**src/rtl/led_fade_ctrl.sv**
```systemverilog
// rtl/led_fade_ctrl.sv - command-driven LED duty sequencer (set/ramp/breathe/off) feeding a pwm dutyCycle input
module led_fade_ctrl #(
  parameter int CLK_FREQ = 12_000_000,
  parameter int STEP_HZ  = 500
) (
  input  logic       clk,
  input  logic       nRst,
  input  logic       enable,
  input  logic       cmd_valid,
  output logic       cmd_ready,
  input  logic [1:0] cmd_mode,
  input  logic [7:0] cmd_target,
  input  logic [7:0] cmd_low,
  output logic [7:0] dutyCycle,
  output logic       busy,
  output logic       done
);

  localparam int DIV = CLK_FREQ / STEP_HZ;
  localparam int CNT_W = $clog2(DIV);
  localparam logic [CNT_W-1:0] CNT_MAX = CNT_W'(DIV - 1);

  localparam logic [1:0] MODE_SET  = 2'd0;
  localparam logic [1:0] MODE_RAMP = 2'd1;
  localparam logic [1:0] MODE_OFF  = 2'd3;

  typedef enum logic [1:0] {IDLE, RAMP, BREATHE_UP, BREATHE_DOWN} state_t;

  state_t           state;
  logic [CNT_W-1:0] tickCnt;
  logic [7:0]       target;
  logic [7:0]       low;
  logic             accept;
  logic             tick;
  logic [7:0]       dutyInc;
  logic [7:0]       dutyDec;
  logic [7:0]       rampNext;

  // A ramp cannot be interrupted; breathe can be replaced at any time.
  assign cmd_ready = nRst && (state != RAMP);
  assign accept    = cmd_valid && cmd_ready;
  assign tick      = enable && (tickCnt == CNT_MAX);

  assign dutyInc  = dutyCycle + 8'd1;
  assign dutyDec  = dutyCycle - 8'd1;
  assign rampNext = (target > dutyCycle) ? dutyInc : dutyDec;

  always_ff @(posedge clk) begin
    if (!nRst) begin
      state     <= IDLE;
      dutyCycle <= 8'd0;
      tickCnt   <= '0;
      target    <= 8'd0;
      low       <= 8'd0;
      busy      <= 1'b0;
      done      <= 1'b0;
    end else begin
      done <= 1'b0;
      if (accept) begin
        // Accept wins over a coincident tick and restarts the step period.
        tickCnt <= '0;
        target  <= cmd_target;
        low     <= cmd_low;
        case (cmd_mode)
          MODE_SET: begin
            dutyCycle <= cmd_target;
            done      <= 1'b1;
            state     <= IDLE;
            busy      <= 1'b0;
          end
          MODE_OFF: begin
            dutyCycle <= 8'd0;
            done      <= 1'b1;
            state     <= IDLE;
            busy      <= 1'b0;
          end
          MODE_RAMP: begin
            if (cmd_target == dutyCycle) begin
              done  <= 1'b1;
              state <= IDLE;
              busy  <= 1'b0;
            end else begin
              state <= RAMP;
              busy  <= 1'b1;
            end
          end
          default: begin
            if (cmd_low >= cmd_target) begin
              dutyCycle <= cmd_target;
              done      <= 1'b1;
              state     <= IDLE;
              busy      <= 1'b0;
            end else if (dutyCycle < cmd_target) begin
              state <= BREATHE_UP;
              busy  <= 1'b1;
            end else begin
              state <= BREATHE_DOWN;
              busy  <= 1'b1;
            end
          end
        endcase
      end else if (enable) begin
        if (tick) begin
          tickCnt <= '0;
          case (state)
            RAMP: begin
              dutyCycle <= rampNext;
              if (rampNext == target) begin
                done  <= 1'b1;
                state <= IDLE;
                busy  <= 1'b0;
              end
            end
            BREATHE_UP: begin
              dutyCycle <= dutyInc;
              if (dutyInc == target) state <= BREATHE_DOWN;
            end
            BREATHE_DOWN: begin
              dutyCycle <= dutyDec;
              if (dutyDec == low) state <= BREATHE_UP;
            end
            default: ;
          endcase
        end else begin
          tickCnt <= tickCnt + CNT_W'(1);
        end
      end
    end
  end

endmodule

```
**config.mk**
```make
export PLATFORM = sky130hd
export DESIGN_NAME = led_fade_ctrl
export DESIGN_NICKNAME = d
export VERILOG_FILES = /design/src/rtl/led_fade_ctrl.sv
export SDC_FILE = /design/constraint.sdc
export NUM_CORES = 1
export LEC_CHECK = 0
export CORE_MARGIN = 2
export CORE_UTILIZATION = 55
export DETAILED_ROUTE_END_ITERATION = 8
export PLACE_DENSITY = 0.77
export RECOVER_POWER = 25
export SYNTH_ARGS = -nofsm -noshare
export SYNTH_HDL_FRONTEND = slang
export SYNTH_SLANG_ARGS = --single-unit
```
**constraint.sdc**
```tcl
create_clock -name clk -period 4.5 [get_ports clk]
set_input_delay 1.35 -clock clk [delete_from_list [all_inputs] [get_ports clk]]
set_output_delay 1.35 -clock clk [all_outputs]
set_load 0.005 [all_outputs]
```
* Yosys cells after proc, flatten, opt, wreduce, memory -nomap -nowiden
Cells that the tools add are included.
Storage, ports and cells: register bits after elaboration 43, bits of input ports 22, logic and storage cells 79
Cells by class: add/subtract/negate cells 3, magnitude comparators 3, equality and inequality tests 16, muxes and demuxes 35, bitwise gates (word level) 1, reduce and logical (&&, ||, !) cells 14
Operator list (number):
- 8-bit case mux with 3 select lines | 2
- 8-bit 2-to-1 mux | 5
- 8-bit == test | 4
- 1-bit 2-to-1 mux | 16
- 15-bit by 1-bit adder with 15-bit output, second input constant | 1
- 15-bit == test, second input constant | 1
- 15-bit 2-to-1 mux | 1
- 2-bit 2-to-1 mux | 7
- 3-bit != test, second input constant | 3
- 8-bit by 1-bit adder with 8-bit output, second input constant | 1
- 8-bit greater-or-equal comparator | 1
- 8-bit > comparator | 1
- 8-bit < comparator | 1
- 2-bit nonzero test | 4
- 8-bit by 1-bit subtractor with 8-bit output, second input constant | 1
- 2-bit == test, second input constant | 3
- 2-bit case mux with 3 select lines | 1
- 6-bit AND reduction | 1
- 5-bit AND reduction | 1
- 2-bit by 1-bit == test with 1-bit output, second input constant | 2
- 4-bit by 1-bit != test with 1-bit output, second input constant | 1
- 1-bit case mux with 2 select lines | 2
- 2-bit case mux with 2 select lines | 1
- 4-bit AND reduction | 1
- 7 further kinds | 10

* Longest topological paths before layout
Gate-level depths: netlist of run 1.
depth after elaboration 8, depth in mapped cells 12, gate-level depth less buffers 10

* Worst setup path before layout of run 1
Ideal clock, no wire load.
kind input port to flip-flop, from in cmd_target[5], to reg state[0], arrival 3.526 ns, data required time 4.427 ns, path slack 0.901 ns, stages on the path 10, path buffers 0, cell sequence inv_1 ha_1 a2111oi_0 nor2b_1 o21ai_0 a21boi_0 o21a_1 nor2_1 or4b_1 o211ai_2
Between the ends: cells in the longest elaborated chain, start to end 5, elaborated cells on any way between the ends 8
RTL lines:
- start, declared | line 12 | input logic [7:0] cmd_target,
- 8-bit < comparator | line 93 | end else if (dutyCycle < cmd_target) begin
- 1-bit 2-to-1 mux | line 93
- 2-bit 2-to-1 mux | line 88 | if (cmd_low >= cmd_target) begin
- 2-bit case mux with 2 select lines (*) | line 64 | case (cmd_mode)
- 2-bit 2-to-1 mux (*) | line 59 | if (accept) begin
- end signal, assigned | line 68 | state <= IDLE;
- end signal, assigned | line 91 | state <= IDLE;
- end signal, assigned | line 94 | state <= BREATHE_UP;
- end, declared | line 29 | state_t state;
Every way passes the cells marked *; elsewhere a longest branch is shown, timed or not. A chain may end at the register's enable or synchronous reset.

* Final worst setup path of run 1
from in nRst, to out cmd_ready
Between the ends: cells in the longest elaborated chain, start to end 1
RTL lines:
- start, declared | line 7 | input logic nRst,
- 1-bit logical AND | line 40 | assign cmd_ready = nRst && (state != RAMP);
- end, declared | line 10 | output logic cmd_ready,
Every way passes these cells.

==> reports/qor.csv, run 1 <==
metric,value,unit
outcome,completed,
fin_skew,0.0104,ns
crit_arrival,2.82,ns
area_growth_syn_to_layout,13.9,%
cts.clk_slew.worst_paths,0.08,ns
grt_antenna_before_repair,0,
port_buffers,32,
slew_violations,0,
whs_path_depth,2,
synth_edf_count,0,
fin_area,3900,um^2
cts_made_buffers,5,
core_area,5960,um^2
vias_per_cell,6.23,
yosysUniqueCellTypes,61,
p_per_area,282,nW/um^2
p_leak,1.51,nW
ios,33,
required,3.15,ns
dp_hpwl,7.12,mm
setup_violations,0,
path_max_fanout,5,
worstSkewPairLatency,0.30,ns
drt_iter0_drc,322,
start_util,57.5,%
r2r_cells,9,
placedCellCount,534,
wirelength,9.22,mm
rrSetupSlack,1.03,ns
ant_nets,0,
routedWlPerCell,17.0,um
post_cts_buffers,0,
vias,3376,
overflow,0,
hold_class,flop to flop,
path_delay_family,buffers and inverters,
period_share,92.7,%
cts_resized,0,
cts_tree,built,
clock_sinks,43,
synth_ff_type,dfxtp_1,
max_freq,240,MHz
hold_start,low[4],
grt_pass1_vias,3098,
r2r_end,dutyCycle[5],
htreeDepth,2,
syn_area,3420,um^2
layout-drive-gt1-share,7.07,%
worst_slew_pin_slew,0.701,ns
yosysWarnings,0,
endpoint_kind,output pin,
insertedDiodeCount,0,
crit_type,primary input to output pin,
crit_buf_inv,3,
hold_path_end,low[4],
finalHoldViolCount,0,
ys_seq_elements,43,
tns,0,ns
die_w,82.9,um
drv_cap,0,
num_rows,28,
nets,521,
grt_max_degree,32,
gp_congestion,0.933,
met1_length,4.46,mm
finalNonFillerCells,542,
critical-path-slowest-cell,clkdlybuf4s50_1,
fin_util,65.4,%
async_flop_share,0,%
ys_seq_area_share,25.1,%
ctsHoldBuffers,0,
r2r_start,dutyCycle[3],
wl_met3,479,um
die_h,82.9,um
crit_path_max_incr_delay,0.57,ns
top_layer_used,met4,
first_pass_iters,5,
start_kind,primary input,
syn_inst,439,
rsz0062_at_grt,false,
syn_avg_cell_area,7.80,um^2
die_area,6870,um^2
peakVddDrop,0.162,mV
worstPathCellList,dlygate4sd3_1 > inv_1 > nor2_1 > clkdlybuf4s50_1,
period_minus_slack,4.17,ns
place_area,3810,um^2
clockRootBuffer,clkbuf_8,
grt_usage,26.7,%
drc,0,
grt_pass1_wl,15.1,mm
dr_wl_met2,4.18,mm
relSlewSlack,53.3,%
clk_path_buf_depth,2,
crit_cells,4,
synth_fp_nets,494,
==> power by group <==
part | total (mW) | internal [mW] | switching [mW]
Sequential | 0.431 | 0.399 | 0.0317
Combinational | 0.416 | 0.180 | 0.236
Clock | 0.254 | 0.108 | 0.146
Total | 1.10 | 0.687 | 0.413
==> worst max-delay path by stage <==
| stage | from | end | slack, ns |
|---|---|---|---|
| after detailed placement | cmd_target[5] | state[0] | 0.31 |
| after global placement | cmd_target[5] | state[0] | 0.33 |
| final | nRst | cmd_ready | 0.33 |
| after global routing | nRst | cmd_ready | 0.26 |
| after floorplan | cmd_target[5] | state[0] | 0.90 |
| after CTS | nRst | cmd_ready | 0.40 |
==> tightest hold or removal path: cells and delay by family, from the launching register on <==
family / cells / cell delay (ns)
DFF: 1 / 0.33
and+or+nand+nor: 2 / 0.12
==> kinds of logic (layout without fill, tap and decap cells) <==
| logic type | Yosys count | after routing | synth area share [%] |
|---|---|---|---|
| buf+inv | 50 | 78 | 5.88 |
| flops | 43 | 43 | 25.1 |
| mux | 5 | 5 | 1.57 |
| compound gates | 100 | 100 | 19.3 |
| simple gates | 172 | 172 | 26.6 |
| xor+xnor | 36 | 36 | 9.43 |
| fa+ha+maj | 33 | 33 | 12.1 |
==> placed cells by master, fill, tap and decap left out, drive strengths merged, types with 3 or more instances in the layout <==
cell / instances
a211oi: 10
a21boi: 3
a21oi: 13
a22oi: 5
a31oi: 6
and3: 10
buf: 8
clkbuf: 6
clkdlybuf4s50: 22
dfxtp: 43
dlygate4sd3: 10
ha: 33
inv: 29
mux2: 3
nand2: 41
nand2b: 3
nand3: 33
nand4: 11
nor2: 33
nor2b: 7
nor3: 5
nor4b: 3
o211ai: 7
o21a: 4
o21ai: 29
o221ai: 3
o22ai: 6
o31ai: 6
or3: 10
or3b: 3
xnor2: 21
xor2: 15
==> flip-flops by register name (all words and copies together) (netlist names) <==
register and count:
low 8, target 8, state 2, dutyCycle 8, busy 1, done 1, tickCnt 15
==> cell usage after synthesis, types with 2 or more instances <==
cell	n	area share [%]
and3_2	2	0.44
nor2b_1	7	1.3
o211ai_1	6	1.3
xor2_1	15	3.8
a31oi_1	6	1.1
inv_1	29	3.2
clkbuf_1	12	1.3
nor3_1	5	0.73
o221ai_1	3	0.77
nand2_1	41	4.5
and4_1	2	0.51
a22oi_1	5	1.1
or3_1	9	1.6
xnor2_1	20	5.1
nor2_1	33	3.6
o31ai_1	6	1.3
buf_2	5	0.73
nand3_1	32	4.7
nand4_1	11	2.0
mux2_2	3	0.99
a21oi_1	13	1.9
nor4b_1	3	0.77
o21a_1	4	0.88
nand2b_1	3	0.55
o22ai_1	6	1.1
and3_1	7	1.3
o21ai_0	27	3.9
mux2i_1	2	0.58
a211oi_1	9	2.0
dfxtp_1	43	25
and2_1	2	0.37
or3b_2	2	0.51
o21ai_1	2	0.29
a21boi_0	3	0.66
buf_1	3	0.33
ha_1	33	12
==> metrics by stage <==
stage          hold WS (ns)  worst slack [ns]  total power, mW
2_1_floorplan         0.446             0.901            0.726
3_3_place_gp          0.460             0.334            0.838
3_5_place_dp          0.464             0.309            0.849
4_1_cts               0.478             0.402             1.10
5_1_grt               0.505             0.257             1.16
6_report              0.476             0.327             1.10
==> cell type report <==
| type | count | area (um^2) |
|---|---|---|
| multi-input cells | 346 | 2360 |
| flip-flops and latches | 43 | 861 |
| clock buffers | 5 | 68.8 |
| fillers | 537 | 2060 |
| well taps | 75 | 93.8 |
| clock inverters | 3 | 20.0 |
| repair buffers | 41 | 384 |
| inverters | 29 | 109 |
==> metal layers <==
metal | GRT usage [%] | vias to the layer above
met1 | 38.6 | 1606
li1 | - | 1631
met5 | 0 | -
met2 | 42.0 | 127
met3 | 3.28 | 12
met4 | 7.15 | 0
Note: power is estimated with default switching activity, not from simulation.
==> run 2: changes to the inputs <==
--- a/config.mk
+++ b/config.mk
@@ -5,6 +5,7 @@
 export SDC_FILE = /design/constraint.sdc
 export NUM_CORES = 1
 export LEC_CHECK = 0
+export CAP_MARGIN = 20
 export CORE_MARGIN = 2
 export CORE_UTILIZATION = 55
 export DETAILED_ROUTE_END_ITERATION = 8
==> results of run 2 <==
Final layout, timing and power as in run 1 (identical DEF).
==> run 3: changes to the inputs <==
--- a/config.mk
+++ b/config.mk
@@ -8,6 +8,7 @@
 export CAP_MARGIN = 20
 export CORE_MARGIN = 2
 export CORE_UTILIZATION = 55
+export CTS_CLUSTER_SIZE = 14
 export DETAILED_ROUTE_END_ITERATION = 8
 export PLACE_DENSITY = 0.77
 export RECOVER_POWER = 25
==> results of run 3 <==
Final layout, timing and power as in run 1 (identical DEF).
